--- src/rtl/pdua_mem_pkg.sv ---
// Shared definitions for the program-memory loader: state encoding and default bus widths.
package pdua_mem_pkg;

  localparam int DEFAULT_DATA_WIDTH = 8;
  localparam int DEFAULT_ADDR_WIDTH = 8;

  typedef enum logic [2:0] {
    IDLE,
    LOAD,
    VERIFY,
    DRAIN,
    REPORT
  } loader_state_t;

endpackage

--- src/rtl/ram_bus_mux.sv ---
// Selects which master drives the program RAM: the CPU, or the loader while it holds the CPU off.
module ram_bus_mux #(
  parameter int DATA_WIDTH = 8,
  parameter int ADDR_WIDTH = 8
) (
  input  logic                  cpu_hold,
  input  logic [ADDR_WIDTH-1:0] cpu_addr,
  input  logic [DATA_WIDTH-1:0] cpu_w_data,
  input  logic                  cpu_wr_rdn,
  input  logic [ADDR_WIDTH-1:0] ldr_addr,
  input  logic [DATA_WIDTH-1:0] ldr_w_data,
  input  logic                  ldr_wr_rdn,
  output logic [ADDR_WIDTH-1:0] ram_addr,
  output logic [DATA_WIDTH-1:0] ram_w_data,
  output logic                  ram_wr_rdn
);

  assign ram_addr   = cpu_hold ? ldr_addr   : cpu_addr;
  assign ram_w_data = cpu_hold ? ldr_w_data : cpu_w_data;
  assign ram_wr_rdn = cpu_hold ? ldr_wr_rdn : cpu_wr_rdn;

endmodule

--- src/rtl/ram_loader.sv ---
// Streams a program image into RAM from address 0, reads it back to verify a modular
// checksum, and passes the CPU bus straight through to the RAM whenever no load is running.
module ram_loader
  import pdua_mem_pkg::*;
#(
  parameter int DATA_WIDTH = DEFAULT_DATA_WIDTH,
  parameter int ADDR_WIDTH = DEFAULT_ADDR_WIDTH
) (
  input  logic                  clk,
  input  logic                  rst_n,
  input  logic                  start,
  input  logic                  in_valid,
  input  logic [DATA_WIDTH-1:0] in_data,
  input  logic                  in_last,
  output logic                  in_ready,
  input  logic [ADDR_WIDTH-1:0] cpu_addr,
  input  logic [DATA_WIDTH-1:0] cpu_w_data,
  input  logic                  cpu_wr_rdn,
  output logic                  cpu_hold,
  output logic [ADDR_WIDTH-1:0] ram_addr,
  output logic [DATA_WIDTH-1:0] ram_w_data,
  output logic                  ram_wr_rdn,
  input  logic [DATA_WIDTH-1:0] ram_r_data,
  output logic                  done,
  output logic                  pass,
  output logic                  overflow
);

  localparam logic [ADDR_WIDTH-1:0] TOP_ADDR = '1;
  localparam logic [ADDR_WIDTH:0]   CNT_ONE  = (ADDR_WIDTH+1)'(1);

  loader_state_t state, state_next;

  logic [ADDR_WIDTH-1:0] wr_ptr;
  logic [ADDR_WIDTH:0]   count;
  logic [ADDR_WIDTH:0]   rd_ptr;
  logic [DATA_WIDTH-1:0] wsum;
  logic [DATA_WIDTH-1:0] rsum;
  logic [DATA_WIDTH-1:0] rsum_acc;
  logic                  rd_valid;
  logic                  handshake;
  logic [ADDR_WIDTH-1:0] ldr_addr;
  logic [DATA_WIDTH-1:0] ldr_w_data;
  logic                  ldr_wr_rdn;

  assign handshake = in_valid && in_ready;
  // rd_valid marks the cycle in which ram_r_data answers the previous cycle's address
  assign rsum_acc  = rd_valid ? rsum + ram_r_data : rsum;

  always_ff @(posedge clk or negedge rst_n) begin
    if (!rst_n) state <= IDLE;
    else        state <= state_next;
  end

  always_comb begin
    state_next = state;
    in_ready   = 1'b0;
    cpu_hold   = 1'b1;
    done       = 1'b0;
    ldr_addr   = '0;
    ldr_w_data = '0;
    ldr_wr_rdn = 1'b0;
    case (state)
      IDLE: begin
        cpu_hold = 1'b0;
        if (start) state_next = LOAD;
      end
      LOAD: begin
        in_ready   = 1'b1;
        ldr_addr   = wr_ptr;
        ldr_w_data = in_data;
        ldr_wr_rdn = handshake;
        if (handshake && (in_last || wr_ptr == TOP_ADDR)) state_next = VERIFY;
      end
      VERIFY: begin
        ldr_addr = rd_ptr[ADDR_WIDTH-1:0];
        if (rd_ptr == count - CNT_ONE) state_next = DRAIN;
      end
      DRAIN:   state_next = REPORT;
      REPORT: begin
        done       = 1'b1;
        state_next = IDLE;
      end
      default: state_next = IDLE;
    endcase
  end

  // Datapath: pointers and sums; pass is settled as REPORT is entered
  always_ff @(posedge clk or negedge rst_n) begin
    if (!rst_n) begin
      wr_ptr   <= '0;
      count    <= '0;
      rd_ptr   <= '0;
      wsum     <= '0;
      rsum     <= '0;
      rd_valid <= 1'b0;
      pass     <= 1'b0;
      overflow <= 1'b0;
    end else begin
      rd_valid <= (state == VERIFY);
      case (state)
        IDLE: begin
          if (start) begin
            wr_ptr   <= '0;
            count    <= '0;
            rd_ptr   <= '0;
            wsum     <= '0;
            rsum     <= '0;
            pass     <= 1'b0;
            overflow <= 1'b0;
          end
        end
        LOAD: begin
          if (handshake) begin
            wsum  <= wsum + in_data;
            count <= count + CNT_ONE;
            if (!in_last) begin
              if (wr_ptr == TOP_ADDR) overflow <= 1'b1;
              else                    wr_ptr   <= wr_ptr + ADDR_WIDTH'(1);
            end
          end
        end
        VERIFY: begin
          rd_ptr <= rd_ptr + CNT_ONE;
          rsum   <= rsum_acc;
        end
        DRAIN: begin
          rsum <= rsum_acc;
          pass <= (rsum_acc == wsum);
        end
        default: ;
      endcase
    end
  end

  ram_bus_mux #(
    .DATA_WIDTH(DATA_WIDTH),
    .ADDR_WIDTH(ADDR_WIDTH)
  ) u_bus_mux (
    .cpu_hold  (cpu_hold),
    .cpu_addr  (cpu_addr),
    .cpu_w_data(cpu_w_data),
    .cpu_wr_rdn(cpu_wr_rdn),
    .ldr_addr  (ldr_addr),
    .ldr_w_data(ldr_w_data),
    .ldr_wr_rdn(ldr_wr_rdn),
    .ram_addr  (ram_addr),
    .ram_w_data(ram_w_data),
    .ram_wr_rdn(ram_wr_rdn)
  );

endmodule
--- config.mk ---
export PLATFORM = sky130hd
export DESIGN_NAME = ram_loader
export DESIGN_NICKNAME = d
export VERILOG_FILES = /design/src/rtl/pdua_mem_pkg.sv /design/src/rtl/ram_bus_mux.sv /design/src/rtl/ram_loader.sv
export SDC_FILE = /design/constraint.sdc
export NUM_CORES = 1
export LEC_CHECK = 0
export ABC_AREA = 0
export CORE_MARGIN = 8
export CORE_UTILIZATION = 49
export CTS_CLUSTER_SIZE = 28
export DETAILED_ROUTE_END_ITERATION = 8
export MAX_ROUTING_LAYER = met4
export PLACE_DENSITY = 0.87
export RECOVER_POWER = 100
export SKIP_LAST_GASP = 1
export SLEW_MARGIN = 30
export SYNTH_ARGS = -nofsm -noshare
export SYNTH_HDL_FRONTEND = slang
export SYNTH_HIERARCHICAL = 1
export SYNTH_SLANG_ARGS = --single-unit
export TNS_END_PERCENT = 5
--- constraint.sdc ---
create_clock -name clk -period 2.7 [get_ports clk]
set_clock_uncertainty 0.05 [all_clocks]
set_input_delay 0.54 -clock clk [delete_from_list [all_inputs] [get_ports clk]]
set_output_delay 0.54 -clock clk [all_outputs]
set_load 0.01 [all_outputs]
# Word-level counts from Yosys, hierarchy flattened
# Index checks and enable logic that the tools add are counted.
# W data, S select, Z words.
[totals]
regBits = 48
in_bits = 38
out_inout_bits = 22
wordCells = 77
[classes]
n_eq_ne = 14
n_mux = 32
n_reduce_logical = 16
add_sub_neg = 6
[op_table]
columns = ["op", "count"]
rows = [
  ["$mux W8", 9],
  ["$pmux W8 S2", 4],
  ["$pmux W9 S2", 2],
  ["$add A9 B1 Y9 const B", 2],
  ["$mux W9", 2],
  ["$add A8 B8 Y8", 2],
  ["$ne A2 B2 Y1 const B", 7],
  ["$pmux W3 S4", 1],
  ["$reduce_and A5 Y1", 2],
  ["$eq A9 B9 Y1", 1],
  ["$mux W1", 9],
  ["$mux W3", 3],
  ["$sub A9 B1 Y9 const B", 1],
  ["$add A8 B1 Y8 const B", 1],
  ["$eq A8 B8 Y1", 1],
  ["$eq A8 B8 Y1 const B", 1],
  ["$reduce_bool A2 Y1", 4],
  ["$eq A3 B2 Y1 const B", 2],
  ["$reduce_and A2 Y1", 3],
  ["$reduce_and A3 Y1", 2],
  ["$pmux W1 S2", 2],
  ["$eq A3 B1 Y1 const B", 1],
  ["$eq A3 B3 Y1 const B", 1],
  ["$logic_not A3 Y1", 1],
  ["other kinds (3)", 4],
]

# Logic depth before layout (Yosys ltp)
[depth]
word_depth = 6
mapped_depth = 10
mapped_depth_nobuf = 8

# Hierarchy
# Netlist, hierarchy kept.
[by_module_without_submodules]
columns = ["mod", "cells_per_inst", "seq_area_each_um2", "area_each_um2", "instances"]
rows = [
  ["ram_loader", 360, 1201.2, 3392.0, 1],
  ["ram_bus_mux", 19, 0.0, 260.2, 1],
]

# Worst setup path after synthesis
# No wires, ideal clock.
[synth_timing]
path_kind = "in2reg"
startpoint = "input port ram_r_data[0]"
endpoint = "register pass"
slack_ns = -0.010
t_required_ns = 2.558
n_path_buf = 0
t_arrival_ns = 2.568
path_stages = 8
setup_ns = 0.092
cell_sequence = "ha_1 -> fa_1 -> a211oi_2 -> nor3b_2 -> and4b_1 -> o31a_1 -> or4_1 -> o31ai_2"
[synth_between]
elab_chain_cells = 4
[synth_lines]
columns = ["item", "line_no", "rtl"]
rows = [
  ["start: declaration", "ram_loader.sv:23", "input logic [DATA_WIDTH-1:0] ram_r_data,"],
  ["$add A8 B8 Y8", "ram_loader.sv:48", "assign rsum_acc = rd_valid ? rsum + ram_r_data : rsum;"],
  ["$mux W8", "ram_loader.sv:48", ""],
  ["$eq A8 B8 Y1", "ram_loader.sv:129", "pass <= (rsum_acc == wsum);"],
  ["$pmux W1 S2", "ram_loader.sv:101", "case (state)"],
  ["end signal: assignment", "ram_loader.sv:129", ""],
  ["end: declaration", "ram_loader.sv:25", "output logic pass,"],
]
# Every way passes these cells.
# A chain may end at the register's enable or synchronous reset.

# Final worst setup path
[layout_timing]
startpoint = "register state[1]"
endpoint = "output port ram_addr[5]"
[layout_between]
elab_chain_cells = 3
elab_cells_between_ends = 5
cone_classes = "eq/ne (2); mux (2); reduce/logical (1)"
[layout_lines]
columns = ["item", "line_no", "rtl"]
rows = [
  ["start: declaration", "ram_loader.sv:32", "loader_state_t state, state_next;"],
  ["start signal: assignment", "ram_loader.sv:52", "else state <= state_next;"],
  ["$eq A3 B2 Y1 or $eq A3 B1 Y1 (tied branches)", "ram_loader.sv:63", "case (state)"],
  ["$pmux W8 S2 (*)", "ram_loader.sv:63", ""],
  ["net ldr_addr[5]", "ram_loader.sv:42", "logic [ADDR_WIDTH-1:0] ldr_addr;"],
  ["$mux W8 (*)", "ram_bus_mux.sv:18", "assign ram_addr = cpu_hold ? ldr_addr : cpu_addr;"],
  ["end: declaration", "ram_loader.sv:20", "output logic [ADDR_WIDTH-1:0] ram_addr,"],
]
# Mark *: on every way through the listed nets, which the timed path passes. The rest lies on a longest branch.

==> out/summary.txt <==
DETAILED ROUTING
------------------------------------------------------------------------------------------
Number of DRC violations after detailed routing                                          0
Average wire length per cell after detail routing                                 17.88 µm
Routed vias/inst                                                                     5.888
Antenna violation net count after detailed routing                                       0
Vias after detailed routing                                                          3,297
Iteration count of the initial detailed-routing pass                                     5
Detailed Route Iter0 Violations                                                        274
Drt total wl                                                                     10,020 µm

LOGIC SYNTHESIS
------------------------------------------------------------------------------------------
FF+latch count, synth                                                                   48
Predominant post-synthesis flop cell                                          sky130_fd_sc_hd__dfrtp_1
Number of different library cells in the post-synthesis netlist                         64
Gate Count Post-Synth                                                                  379
Synth warnings                                                                           6
Post-synth EDFFs                                                                         0
Net count after synthesis                                                              437
Ys async rst share                                                                  100.0%
Synth Cell Area                                                                   3652 µm²
Share of the yosys chip area belonging to registers                                 32.89%
Mean post-synth cell area                                                        9.637 µm²

GRT
------------------------------------------------------------------------------------------
Pin count of the biggest net entering global routing                                    23
Global-route wire length before repair                                           16,330 µm
GRT overflow                                                                             0
Number of global-route vias before repair                                            3,447
Global-route usage over all layers                                                  20.13%
Antenna violations before repair                                                         0

FLOORPLANNING
------------------------------------------------------------------------------------------
Die outline height                                                                102.3 µm
Effective utilization at floorplan                                                  50.35%
Number of placement rows                                                                31
DIE WIDTH                                                                         102.3 µm
Area of the die                                                                 10,470 µm²
Core area                                                                         7253 µm²
IO Pins                                                                                 60

TIMING
------------------------------------------------------------------------------------------
Slew at the pin closest to its max-slew limit                                     1.231 ns
Hold Fails Final Rpt                                                                     0
Setup repair after global routing missed its margin                                    yes
Final Worst Setup Slack                                                         -0.1090 ns
Total setup violations reported at the end of the flow                                  16
Period utilization                                                                  104.0%
Worst slew margin relative to its limit                                             17.94%
Shortest clock period the worst path allows after layout                          2.809 ns
Maximum operating frequency                                                      356.0 MHz
Final sum of negative setup slack                                                -1.267 ns
Total count of max-transition violations in the final report                             0

PLACE
------------------------------------------------------------------------------------------
Setup Slack @ Placement                                                         -0.4540 ns
Dpl hpwl                                                                           7413 µm
Quantity of I/O buffers inserted on ports                                               59
Cell Count Post-Placement                                                              546
Global placement routability congestion                                             0.8923

FINAL LAYOUT
------------------------------------------------------------------------------------------
Final Net Count                                                                        518
Count of non-filler cells in the finished layout                                       560
Diodes inserted                                                                          0
Signed area change from the synthesized netlist to the final layout                 27.48%
Commonest cells after routing, fill and taps aside                            54 x sky130_fd_sc_hd__clkdlybuf4s50_1, 46 x sky130_fd_sc_hd__dfrtp_1, 37 x sky130_fd_sc_hd__nor2_1, 32 x sky130_fd_sc_hd__buf_4
Share of cells above drive strength 1                                               16.92%
Most common cell after layout, fill and taps aside                            sky130_fd_sc_hd__clkdlybuf4s50_1
Fill cell count                                                                        550

CLOCKING
------------------------------------------------------------------------------------------
CTS buffer count                                                                         5
Clock Tree Root                                                               sky130_fd_sc_hd__clkbuf_8
Clock insertion delay at the later pin of the skew report                          0.31 ns
Clock Path Buffers                                                                       2
Number of buffers inserted by hold repair at cts                                         0
Clock tree from TritonCTS                                                             done
H-tree levels                                                                            2
Number of clock sinks seen by CTS                                                       48
Clock edge transition at the registers on the reported setup and hold paths        0.10 ns

PWR
------------------------------------------------------------------------------------------
Pwr per Cell Area                                                              1003 nW/µm²
Cell leakage power                                                                2.135 nW
Peak ir drop on the vdd network                                                0.0004671 V

SETUP PATH
------------------------------------------------------------------------------------------
Setup slack on the worst flop-to-flop path                                        -0.01 ns
WP data arrival                                                                    2.22 ns
Kind of critical path                                                         flip-flop to output port
Data required time at the worst endpoint                                           2.11 ns
Largest fanout of any net on the critical path                                          13
Startpoint types                                                                 flip-flop
Crit end category                                                              output port

OUTCOME
------------------------------------------------------------------------------------------
Failing checks                                                                setup timing
Outcome                                                                       finished with violations

MIN PATH
------------------------------------------------------------------------------------------
Kind of path behind the tightest hold check                                   input port to async pin

FLOW RUN
------------------------------------------------------------------------------------------
Number of max-cap violations                                                             0

==> worst paths after layout <==
kind / startpoint / end / depth (start not counted)
min reg2reg: rd_ptr[8] / rd_ptr[8] / 1
max: state[1] / ram_addr[5] / 6
min: rst_n / wr_ptr[3] / 1
min in group clk: rd_ptr[8] / rd_ptr[8] / 1
max in group asynchronous: rst_n / state[1] / 2
max reg2reg: rsum[0] / pass / 8
==> state kept, by name, summed over array words and instances, names as in the netlist <==
register  cells
count         9
overflow      1
pass          1
rd_ptr        9
rd_valid      1
rsum          8
state         3
wr_ptr        8
wsum          8
==> cell usage after synthesis (all sizes together), types with 3 or more instances <==
master / instances / area share, %
a21o: 4 / 0.82
a21oi: 9 / 1.2
a22o: 22 / 5.3
a31oi: 3 / 0.51
and2: 4 / 0.69
and3: 13 / 2.2
buf: 8 / 1.9
clkbuf: 11 / 1.1
dfrtp: 48 / 33
ha: 18 / 6.2
inv: 9 / 0.93
mux2: 20 / 7.2
mux2i: 5 / 1.4
nand2: 21 / 2.2
nand2b: 5 / 0.86
nand3: 12 / 1.6
nand4: 9 / 1.5
nor2: 39 / 4.1
nor3: 6 / 0.96
nor3b: 3 / 0.89
nor4: 5 / 1.2
o211ai: 5 / 1.0
o21ai: 24 / 3.3
or2: 3 / 0.51
xnor2: 21 / 5.0
xor2: 22 / 5.3
==> timing repair <==
item | CTS | global route
pin swaps | 7 | 2
resized for setup | 5 | 4
setup buffers | 3 | 3
endpoints found under the setup margin | 18 | 17
==> report_power, final <==
part           internal (W)  leakage, nW  switching (W)
Combinational       0.00149         1.42        0.00138
Clock              0.000373       0.0687       0.000274
Sequential         0.000887        0.650       0.000268
Total               0.00275         2.14        0.00192
==> per-layer routing <==
layer,GRT usage (%),part of all wire [%],up-vias
li1,-,-,1533
met4,7.901,1.8,0
met3,2.793,5.7,15
met1,24.30,41,1634
met5,-,0,-
met2,33.18,51,115
==> stage by stage <==
step / area (µm²) / utilization (%) / hold slack [ns] / total power [W]
3_3_place_gp: 4464 / 61.55 / 0.4392 / 0.003784
3_5_place_dp: 4464 / 61.55 / 0.4500 / 0.003907
6_report: 4656 / 64.19 / 0.4043 / 0.004671
4_1_cts: 4627 / 63.79 / 0.1548 / 0.004582
2_1_floorplan: 3655 / - / 0.1944 / 0.002978
5_1_grt: 4656 / 64.19 / 0.4850 / 0.004945
==> logic make-up (layout without fill, tap and decap cells) <==
logic type	after synthesis	in the layout	share of synthesized area, %
XOR/XNOR	45	45	11.58
AO/OA/AOI/OAI	81	81	15.76
adder cells (fa/ha/maj)	20	20	7.263
AND/OR/NAND/NOR	132	132	20.01
multiplexers	25	25	8.565
buffers and inverters	28	110	3.940
flip-flops	48	48	32.89
==> layout make-up <==
type	instances	area (µm²)	share of cell area [%]
inverters	9	36.28	0.7794
clock buffers	5	68.82	1.478
multi-input cells	303	2320	49.83
clock inverters	3	68.82	1.478
flip-flops and latches	48	1204	25.85
repair buffers	93	834.6	17.93
well taps	99	123.9	2.661
==> critical path, cell delays in order, from the launching register on <==
cell                              delay (ns)
sky130_fd_sc_hd__dfrtp_2                0.46
sky130_fd_sc_hd__nor2b_1                0.17
sky130_fd_sc_hd__nand2b_1               0.16
sky130_fd_sc_hd__inv_4                  0.10
sky130_fd_sc_hd__a22o_1                 0.25
sky130_fd_sc_hd__mux2_4                 0.26
sky130_fd_sc_hd__clkdlybuf4s50_1        0.50
No activity file was read; power rests on OpenSTA's default activity.
==> edit, RTL diff (config.mk and constraints unchanged) <==
The 5 states of `loader_state_t` get a one-hot encoding in 5 bits.
--- a/src/rtl/pdua_mem_pkg.sv
+++ b/src/rtl/pdua_mem_pkg.sv
@@ -4,12 +4,12 @@
   localparam int DEFAULT_DATA_WIDTH = 8;
   localparam int DEFAULT_ADDR_WIDTH = 8;
 
-  typedef enum logic [2:0] {
-    IDLE,
-    LOAD,
-    VERIFY,
-    DRAIN,
-    REPORT
+  typedef enum logic [4:0] {
+    IDLE   = 5'b00001,
+    LOAD   = 5'b00010,
+    VERIFY = 5'b00100,
+    DRAIN  = 5'b01000,
+    REPORT = 5'b10000
   } loader_state_t;
 
 endpackage
Check against the original RTL: no difference found for any inputs over 10 cycles, from zero or initial values and one cycle with rst_n low; not proved beyond that.
==> edit against the original RTL <==
- worst setup slack worse by 0.042 ns
- largest cell class unchanged
- wire length is 0.99% higher
- highest routed layer unchanged
- total power is 31% lower
- cell count is 7.0% higher
- via count is 6.2% higher
- sequential cell count is 2 higher
- design area is 1.9% higher
- the run still ends with setup timing left
- hold slack better by 0.082 ns
- area after synthesis is 4.3% higher
- global-route usage is 0.60 points lower
- non-clock buffer count is 1 higher
==> edit: results (changes against the original RTL) <==
The flow ran to the end, but the final reports show violations. The checks that failed: setup timing. The mean routed wirelength per cell was 16.9 um (-5.6%). The post-CTS setup buffer count is 0 (-3). The static leakage power came out at 2.26 nW (+6.1%).

The global-route wire length before repair came out at 17,300 um (+6.0%). The half-perimeter wire length of the detailed placement result came to 7730 um (+4.3%). The number of failing setup endpoints in the final timing report is 16 (unchanged).

The combinational group power came out at 1.78 mW (-38%). The kind of cell with the highest combined delay along the critical path is simple AND/OR/NAND/NOR gates. By count the netlist is led by 49 x dfrtp_1, 39 x nor2_1, 31 x xor2_1, 29 x o21ai_0, 27 x nand2_1. The fraction of power consumed by the clock network is 14.3% (+0.4 points). The routability congestion estimate is 0.893 (+0.12%). The largest driver fanout on the critical path is 8 (-5).

The pin slew with the least headroom to its limit is 1.26 ns (+0.0313 ns). The total power density per cell area was 682 nW/um2 (-32%). The placed instance count is 591 (+8.2%). The internal reg-to-reg setup slack is 0.06 ns (+0.07 ns). The setup TNS came out at -1.92 ns (-0.653 ns). The final hold slack is 0.487 ns (+0.0824 ns). The slowest stage of the critical path is the or3b_1 cell. The final worst setup slack is -0.151 ns (-0.0424 ns). The fraction of final layout cells with drive strength greater than 1 came out at 13.9% (-3.0 points).

The count of nets after finishing is 554 (+6.9%). In this run the worst hold path is classified as flip-flop to flip-flop. The detailed router's first-iteration violation count came out at 196 (-28%). The share of synthesized area occupied by flip-flops and latches is 32.9% (about the same). The final standard cell count with taps included and fillers excluded is 599 (+7.0%). The synthesized net count came out at 477 (+9.2%). The cell area after placement is 4670 um2 (+4.6%).
-- edit: per-layer routing --
layer | up-vias | part of all wire (%) | global-route usage (%)
met3 | 17 | 5.0 | 3.35
met5 | - | 0 | -
met2 | 126 | 50 | 33.0
li1 | 1667 | - | -
met1 | 1692 | 43 | 23.1
met4 | 0 | 1.8 | 6.51
-- edit: logic make-up after synthesis --
family / share of synthesized area, %
compound gates: 15.7
mux: 6.83
simple gates: 21.9
buf+inv: 4.53
fa+ha+maj: 6.96
flops: 32.9
xor+xnor: 11.2
-- edit: cell type report --
cell class | instances | area, um2
fillers | 616 | 2910
multi-input cells | 330 | 2370
flip-flops and latches | 50 | 1250
repair buffers | 94 | 833
well taps | 102 | 128
clock buffers | 6 | 82.6
inverters | 15 | 61.3
clock inverters | 2 | 12.5
-- edit: worst max path at each step --
stage,from,to
floorplan,ram_r_data[0],pass
global placement,ram_r_data[0],pass
detailed placement,ram_r_data[0],pass
CTS,state[0],ram_w_data[4]
global route,state[0],ram_w_data[4]
finish,state[1],ram_addr[3]
